## config.mk

```make
export PLATFORM = sky130hd
export DESIGN_NAME = alu_share_arbiter
export DESIGN_NICKNAME = d
export VERILOG_FILES = /design/src/rtl/alu_share_arbiter.sv
export SDC_FILE = /design/constraint.sdc
export NUM_CORES = 1
export LEC_CHECK = 0
export ABC_AREA = 1
export BUFFER_PORTS_ARGS = -buffer_cell sky130_fd_sc_hd__buf_2
export CELL_PAD_IN_SITES_DETAIL_PLACEMENT = 1
export CELL_PAD_IN_SITES_GLOBAL_PLACEMENT = 1
export CORE_MARGIN = 2
export CORE_UTILIZATION = 32
export DETAILED_ROUTE_END_ITERATION = 8
export GPL_ROUTABILITY_DRIVEN = 0
export PLACE_DENSITY_LB_ADDON = 0.1
export SYNTH_ARGS = -nofsm -noshare
export SYNTH_HDL_FRONTEND = slang
export SYNTH_SLANG_ARGS = --single-unit
```

## constraint.sdc

```tcl
create_clock -name sys_clk -period 3.7 [get_ports sys_clk]
set_input_delay 0.185 -clock sys_clk [delete_from_list [all_inputs] [get_ports sys_clk]]
set_output_delay 0.185 -clock sys_clk [all_outputs]
set_load 0.01 [all_outputs]
```

## src/rtl/alu_share_arbiter.sv

```systemverilog
// Round-robin sequencer that lets two requesters share one combinational ALU.
// Each accepted operation is issued from registered operands and answered with one tagged response.
module alu_share_arbiter #(
  parameter int WIDTH  = 32,
  parameter int CTRL_W = 4
) (
  input  logic              sys_clk,
  input  logic              rst,
  input  logic              req0_valid,
  output logic              req0_ready,
  input  logic [CTRL_W-1:0] req0_op,
  input  logic [WIDTH-1:0]  req0_a,
  input  logic [WIDTH-1:0]  req0_b,
  input  logic              req1_valid,
  output logic              req1_ready,
  input  logic [CTRL_W-1:0] req1_op,
  input  logic [WIDTH-1:0]  req1_a,
  input  logic [WIDTH-1:0]  req1_b,
  output logic [CTRL_W-1:0] alu_ctrl,
  output logic [WIDTH-1:0]  alu_a,
  output logic [WIDTH-1:0]  alu_b,
  input  logic [WIDTH-1:0]  alu_result,
  input  logic              alu_zero,
  output logic              rsp_valid,
  input  logic              rsp_ready,
  output logic              rsp_id,
  output logic [WIDTH-1:0]  rsp_result,
  output logic              rsp_zero
);

  typedef enum logic [1:0] {
    IDLE = 2'd0,
    EXEC = 2'd1,
    RESP = 2'd2
  } state_t;

  state_t            state;
  logic              last;
  logic [CTRL_W-1:0] op_p0;
  logic [WIDTH-1:0]  a_p0;
  logic [WIDTH-1:0]  b_p0;
  logic              id_p0;
  logic              gnt0;
  logic              gnt1;

  // Contention goes to whichever requester was not served last.
  always_comb begin
    gnt0 = 1'b0;
    gnt1 = 1'b0;
    if (state == IDLE) begin
      gnt0 = req0_valid && (!req1_valid || last);
      gnt1 = req1_valid && (!req0_valid || !last);
    end
  end

  assign req0_ready = gnt0;
  assign req1_ready = gnt1;

  assign alu_ctrl = op_p0;
  assign alu_a    = a_p0;
  assign alu_b    = b_p0;

  always_ff @(posedge sys_clk) begin
    if (rst) begin
      state      <= IDLE;
      last       <= 1'b1;
      op_p0      <= '0;
      a_p0       <= '0;
      b_p0       <= '0;
      id_p0      <= 1'b0;
      rsp_valid  <= 1'b0;
      rsp_id     <= 1'b0;
      rsp_result <= '0;
      rsp_zero   <= 1'b0;
    end else begin
      unique case (state)
        // Issue stage: operands are sampled only on the grant edge
        IDLE: begin
          if (gnt0 || gnt1) begin
            op_p0 <= gnt1 ? req1_op : req0_op;
            a_p0  <= gnt1 ? req1_a  : req0_a;
            b_p0  <= gnt1 ? req1_b  : req0_b;
            last  <= gnt1;
            id_p0 <= gnt1;
            state <= EXEC;
          end
        end
        // Capture stage: ALU output settles during EXEC and is registered here
        EXEC: begin
          rsp_result <= alu_result;
          rsp_zero   <= alu_zero;
          rsp_id     <= id_p0;
          rsp_valid  <= 1'b1;
          state      <= RESP;
        end
        // Response stage: hold until the consumer takes it
        RESP: begin
          if (rsp_ready) begin
            rsp_valid <= 1'b0;
            state     <= IDLE;
          end
        end
        default: state <= IDLE;
      endcase
    end
  end

endmodule

```

Yosys cells after proc, flatten, opt, wreduce, memory -nomap -nowiden --
Index checks and enable logic that the tools add are counted.
Word-level totals: flip-flop bits (word level) 107, output and inout port bits 105
Cells by class: eq/ne operators 4, multiplexer cells 10, reductions and logical operators 13
Operators with widths (number):
- $mux 32 | 2
- $pmux 2 s3 | 1
- $reduce_and 2->1 | 3
- $mux 2 | 2
- $mux 4 | 1
- $logic_not 1->1 | 3
- $logic_or 1x1->1 | 3
- $mux 1 | 3
- $eq 2x1->1 const B | 1
- $eq 2x2->1 const B | 1
- $logic_and 1x1->1 | 2
- $logic_not 2->1 | 1
- $ne 2x1->1 const B | 1
- $ne 2x2->1 const B | 1
- $pmux 1 s2 | 1
- $reduce_bool 2->1 | 1

Logic depth before layout (Yosys ltp) --
Gate-level depths: netlist of the first run.
depth in word-level cells 7, depth in mapped cells 9

Least setup slack after synthesis of the first run --
OpenSTA, ideal clock, no wires.
path kind register to register, from reg state[1], to reg a_p0[25] (netlist: alu_a[25]), library setup time 0.111 ns, data arrival time 1.160 ns, data required time 3.589 ns, path slack 2.428 ns, cell stages (with the launch flop) 8, clock period less this slack 1.272 ns, path through dfxtp_1 > nor2_4 > inv_2 > o21bai_4 > buf_2 > buf_6 > nor2_1 > nor2_1
Between the ends: word-level cells in the longest chain between the ends 4
RTL lines:
- from (decl) | RTL line 37 | state_t state;
- from (signal assigned) | RTL line 65 | state <= IDLE;
- from (signal assigned) | RTL line 85 | state <= EXEC;
- from (signal assigned) | RTL line 94 | state <= RESP;
- $logic_not 2->1 * | RTL line 50, 76
- $mux 1 | RTL line 50 | if (state == IDLE) begin
- $logic_or 1x1->1 | RTL line 79 | if (gnt0 || gnt1) begin
- $reduce_and 2->1 (no source line)
- to (signal assigned) | RTL line 81 | a_p0 <= gnt1 ? req1_a : req0_a;
- to (decl) | RTL line 40 | logic [WIDTH-1:0] a_p0;
Mark *: on every way between the ends. The rest lies on a longest branch, timed or not. A chain may end at the register's enable or synchronous reset.

Final worst setup path of the first run --
from reg last, to out req1_ready
Between the ends: word-level cells in the longest chain between the ends 4
RTL lines:
- from (decl) | RTL line 38 | logic last;
- from (signal assigned) | RTL line 83 | last <= gnt1;
- $logic_not 1->1 | RTL line 52 | gnt1 = req1_valid && (!req0_valid || !last);
- $logic_or 1x1->1 | RTL line 52
- $logic_and 1x1->1 | RTL line 52
- $mux 1 | RTL line 50
- to (decl) | RTL line 15 | output logic req1_ready,
No other way between the ends.

==> summary.md, run 1 <==
| Metric | Value |
|---|---|
| Status | complete, no violations |
| Required time of the critical path | 3510 ps |
| Clk sinks | 107 |
| DR iter-0 viols | 266 |
| Syn_nets | 1022 |
| Arr. time, crit path | 2620 ps |
| Gate Count Post-Synth | 848 |
| Share of layout cells above drive strength 1 | 0.288 |
| Vias in the first global route | 6140 |
| Tot GR Track Use | 0.215 |
| Area grow syn2layout | 33.5% |
| Post-route clock period utilization | 0.757 |
| Yosys top cell by area | dfxtp_1 |
| HP Start | rst |
| Starting Density | 0.323 |
| Post-CTS setup buffers | 0 |
| Synthesized area per cell | 6.25 µm² |
| Reg-to-reg endpoint | alu_a[1] |
| Inserted Clock Buffers | 9 |
| Die ar. | 0.0176 mm² |
| DR DRC count | 0 |
| List of most frequent post-synthesis cells | 210 x nand2_1, 205 x nor2_1, 107 x dfxtp_1 |
| Top-count cell post-synth | nand2_1 |
| Minimum clock period | 2800 ps |
| # IOs | 279 |
| ANT nets after route | 0 |
| Clock skew | 9.26 ps |
| First-pass GRT wire length | 30.8 mm |
| Sequential cell area fraction in the yosys report | 0.404 |
| Design area | 0.00708 mm² |
| Fmax | 0.357 GHz |
| Pre-antenna DRT Iters | 4 |
| N_diodes | 0 |
| Antenna violations before repair | 0 |
| Count of hold-fix buffers inserted at cts | 0 |
| EDFF count, synth | 0 |
| Max-slew violations | 0 |
| CTS tree | done |
| Drt total wl | 19.1 mm |
| Htree depth | 3 |
| Pin count of the biggest net entering global routing | 60 |
| Final Hold Viols | 0 |
| FF-to-FF setup slack | 1060 ps |
| Synth unique cells | 19 |
| Pwr dens | 497 mW/mm² |
| Row Count | 47 |
| Top post-synthesis cells by area | dfxtp_1 40%, nand2_1 15%, nor2_1 15% |
| Setup Crit Path Kind | flop to output pin |
| Worst setup SP type | flop |
| Placed cell areas | 0.00678 mm² |
| Core area | 0.0164 mm² |
| Vias after detailed routing | 6209 |
| Clk Latency, worst-skew pair | 350 ps |
| Synthesis-stage register bit count | 107 |
| Worst reg2reg startpoint | last |
| Worst Max-Slew Pin Slew | 1030 ps |
| Post-synth top area share | 0.404 |
| PostCTS Resize Cnt | 0 |
| Via density | 4.76 |
| Drt wl/cell | 14.6 µm |
| RSZ-0062 raised after global routing | false |
| Hold WC Path Type | input pin to flop |
| Final-stage net count | 1255 |
| Post-route setup TNS | 0 ps |
| Die width | 133 µm |
| Max Cap Viol | 0 |
| Share of flip-flops with an asynchronous set or reset | 0 |
| GR Overflow Total | 0 |
| Fill cell count | 2257 |
| Yosys warns | 0 |
| Clock transition at path regs | 70 ps |
| Crit Path Max Fanout | 59 |
| Max Buffers Root-to-Sink | 2 |
| IO Port Bufs | 278 |
| Mapped Area | 0.00530 mm² |
| Die height | 133 µm |
| Root buf cell | clkbuf_16 |
| Hold depth | 2 |
| Ys flop type | dfxtp_1 |
| HPWL Detailed | 13.4 mm |
| Worst setup EP type | output pin |
| Worst-case vdd ir drop | 0.217 mV |
| Hold path endpoint | id_p0 |
| Relative slew slack | 0.310 |
| Worst reg2reg path depth | 6 |
| Final setup fails | 0 |
| Pleak | 3.97 nW |
## cell families after synthesis
family	after synthesis	synth area share
buf+inv	145	0.111
flops	107	0.404
compound gates	40	0.0406
simple gates	556	0.444
## sequential cells by signal, summed over array words and instances (netlist names), 2 cells and up
signal      count
alu_b          32
alu_ctrl        4
rsp_result     32
alu_a          32
state           2
## worst max-delay path by stage
stage	startpoint	end	slack, ps	depth (start not counted)
floorplan	state[1]	alu_a[25]	2430	7
global placement	req0_valid	alu_a[0]	1140	7
detailed placement	req0_valid	alu_a[1]	1080	7
CTS	last	req1_ready	830	5
global route	last	req1_ready	670	5
finish	last	req1_ready	900	5
## worst max-delay path, stage by stage, from the launching register on
cell     delay [ps]
dfxtp_1         360
nand2_2         400
nand3_4         600
buf_4           600
inv_1           110
buf_2           170
## area by class of cell
type                       instances  area (µm²)  area share
clock inverter                     6        73.8      0.0104
tap                              220         275      0.0389
clock buffer                       9         225      0.0318
sequential                       107        2140       0.303
inverter                          77         289      0.0408
multi-input combinational        596        2590       0.366
timing repair buffer             290        1480       0.209
## placed cells by master (no fill, tap or decap)
| cell type | instances |
|---|---|
| nor2_4 | 1 |
| inv_8 | 1 |
| inv_2 | 2 |
| a21oi_1 | 2 |
| buf_4 | 12 |
| a31oi_1 | 1 |
| inv_1 | 74 |
| nand3_4 | 1 |
| clkinvlp_4 | 2 |
| nor2_2 | 1 |
| inv_6 | 1 |
| o21ai_0 | 36 |
| clkinv_4 | 1 |
| dfxtp_1 | 107 |
| clkbuf_16 | 9 |
| buf_2 | 278 |
| bufinv_16 | 1 |
| nand2_2 | 1 |
| o21bai_4 | 1 |
| nand2_1 | 209 |
| nor2_1 | 205 |
| nand3_1 | 69 |
| nand4_1 | 68 |
| clkinv_1 | 1 |
| nand3_2 | 1 |
## power breakdown
part,switching [mW],internal (mW)
clock network,0.468,0.531
logic,0.706,0.415
registers,0.0790,1.32
total,1.25,2.27
## stage by stage
| stage | util | hold WS, ps | setup WS (ps) | total power [mW] | instances |
|---|---|---|---|---|---|
| 5_1_grt | 0.431 | 22.8 | 670 | 3.79 | 1305 |
| 3_3_place_gp | 0.413 | 395 | 1140 | 2.54 | 1290 |
| 2_1_floorplan | - | 254 | 2430 | 2.12 | 848 |
| 4_1_cts | 0.431 | 11.6 | 833 | 3.58 | 1305 |
| 6_report | 0.431 | 23.9 | 899 | 3.52 | 1305 |
| 3_5_place_dp | 0.413 | 393 | 1080 | 2.57 | 1290 |
## metal layers
metal  vias up  global-route usage  wire length, µm
met1      2870               0.273             8510
li1       3129                   -                -
met5         -                   0                0
met2       190               0.362             8920
met3        20              0.0517             1330
met4         0              0.0627              311
(Power assumes the default switching activity.)
==> run 2, diff against run 1 <==
CORE_UTILIZATION = 27   (was 32)
clock period = 2.5 ns   (was 3.7 ns; I/O delays follow)
==> summary.md, run 2 (same netlist as run 1, synthesis figures left out) <==
| Metric | Value |
|---|---|
| Die width | 144 µm (+8.6%) |
| Worst setup SP type | flop |
| Clock transition at path regs | 90 ps (+20 ps) |
| Core area | 0.0194 mm² (+18%) |
| Minimum clock period | 2030 ps |
| FF-to-FF setup slack | 620 ps (-440 ps) |
| Required time of the critical path | 2380 ps (-1130 ps) |
| Design area | 0.00756 mm² (+6.8%) |
| Arr. time, crit path | 1910 ps (-710 ps) |
| Inserted Clock Buffers | 9 (unchanged) |
| DR DRC count | 0 (unchanged) |
| # IOs | 279 (unchanged) |
| Via density | 4.49 (-5.7%) |
| Status | complete, no violations |
| Max Buffers Root-to-Sink | 2 (unchanged) |
| GR Overflow Total | 0 (unchanged) |
| Row Count | 51 (+8.5%) |
| Max Cap Viol | 0 (unchanged) |
| Area grow syn2layout | 42.6% |
| IO Port Bufs | 278 (unchanged) |
| Max-slew violations | 0 (unchanged) |
| Crit Path Max Fanout | 34 (-42%) |
| Die height | 144 µm (+8.6%) |
| Multi-input logic area | 0.00259 mm² (unchanged) |
| Clk Latency, worst-skew pair | 360 ps (about the same) |
| Pleak | 4.17 nW (+4.9%) |
| Post-route clock period utilization | 0.813 |
| Commonest non-fill, non-tap cell in the layout | buf_2 |
| First-pass GRT wire length | 30.3 mm (-1.5%) |
| Pwr dens | 702 mW/mm² (+41%) |
| Fill cell count | 2615 (+16%) |
| Die ar. | 0.0208 mm² (+18%) |
| Worst Max-Slew Pin Slew | 649 ps (-383 ps) |
| Worst-case vdd ir drop | 0.355 mV (+63%) |
| Placed cell areas | 0.00693 mm² (+2.2%) |
| Vias in the first global route | 6050 (-1.5%) |
| Final Hold Viols | 0 (unchanged) |
| Root buf cell | clkbuf_16 |
| Htree depth | 3 (unchanged) |
| Pre-antenna DRT Iters | 4 (unchanged) |
| Post-route setup TNS | 0 ps (unchanged) |
| ANT nets after route | 0 (unchanged) |
| Commonest non-fill, non-tap cells in the layout | 278 x buf_2, 209 x nand2_1, 205 x nor2_1 |
| Share of layout cells above drive strength 1 | 0.283 (-0.00506) |
| Tot GR Track Use | 0.184 (-0.0305) |
| DR iter-0 viols | 189 (-29%) |
| CTS tree | done |
| Final-stage net count | 1291 (+2.9%) |
| Clk sinks | 107 (unchanged) |
| Drt wl/cell | 14.4 µm (-1.6%) |
| Worst setup EP type | output pin |
| Vias after detailed routing | 6226 (+0.27%) |
| Sequential cell area | 0.00214 mm² (unchanged) |
| N_diodes | 0 (unchanged) |
| Drt total wl | 19.9 mm (+4.6%) |
| Final setup fails | 0 (unchanged) |
| Pin count of the biggest net entering global routing | 60 (unchanged) |
| Fmax | 0.492 GHz |
| Setup Crit Path Kind | flop to output pin |
| Total power | 5.31 mW (+51%) |
| Hold WC Path Type | input pin to flop |
| Clock skew | 10.7 ps (+1.49 ps) |
| HPWL Detailed | 13.9 mm (+3.5%) |
| Antenna violations before repair | 0 (unchanged) |
| Starting Density | 0.273 (-0.0499) |
| Relative slew slack | 0.567 (+0.257) |
| RSZ-0062 raised after global routing | false |
[run 2: cell types whose count changed in the layout (fill, tap and decap cells not counted), sizes merged]
cell         previous run  this run
buf                   290       294
bufinv                  1         0
clkinv                  2         4
clkinvlp                2         0
dlygate4sd3             0        32
inv                    78        80
[run 2: routing by layer]
layer / share of wire / wire length [µm] / GRT usage / vias to the layer above
li1: - / - / - / 3216
met2: 0.47 / 9450 / 0.323 / 186
met1: 0.43 / 8670 / 0.222 / 2806
met4: 0.012 / 233 / 0.0455 / 0
met5: 0 / 0 / 0 / -
met3: 0.080 / 1600 / 0.0536 / 18
[run 2: final cells by class]
cell class,instances,share of cell area
multi-input combinational,596,0.343
sequential,107,0.283
timing repair buffer,326,0.250
tap,265,0.0438
inverter,77,0.0382
clock buffer,9,0.0298
clock inverter,7,0.0117
[run 2: final timing paths]
kind / cells past startpoint / startpoint / to
max reg2reg: 7 / state[1] / alu_a[7]
max: 5 / last / req1_ready
min: 3 / alu_result[1] / rsp_result[1]
min reg2reg: 2 / id_p0 / id_p0
[run 2: through the flow]
step | setup slack (ps) | util | hold WS [ps] | cells
after floorplan | 1230 | - | 194 | 848
after CTS | 382 | 0.390 | 3.14 | 1387
after global routing | 248 | 0.390 | 27.2 | 1387
after detailed placement | 609 | 0.357 | 334 | 1339
final | 467 | 0.390 | 13.7 | 1387
after global placement | 652 | 0.357 | 328 | 1339
[run 2: report_power, final]
part / leakage [nW] / internal, mW / switching [mW]
combinational: 3.13 / 0.678 / 1.06
clock: 0.153 / 0.726 / 0.776
sequential: 0.885 / 1.95 / 0.117
total: 4.17 / 3.36 / 1.95
[run 2: what timing repair did]
item,CTS,global route
buffers inserted,0,0
endpoints found under the hold margin,33,0
setup endpoints to repair,0,0
gates resized for setup,0,0
hold buffers,32,0
[run 2: worst max-delay path, cell delays in order, from the launching register on]
cell and delay, ps:
dfxtp_1 340, nand2_2 230, nand3_4 420, buf_12 340, inv_1 80, buf_2 140
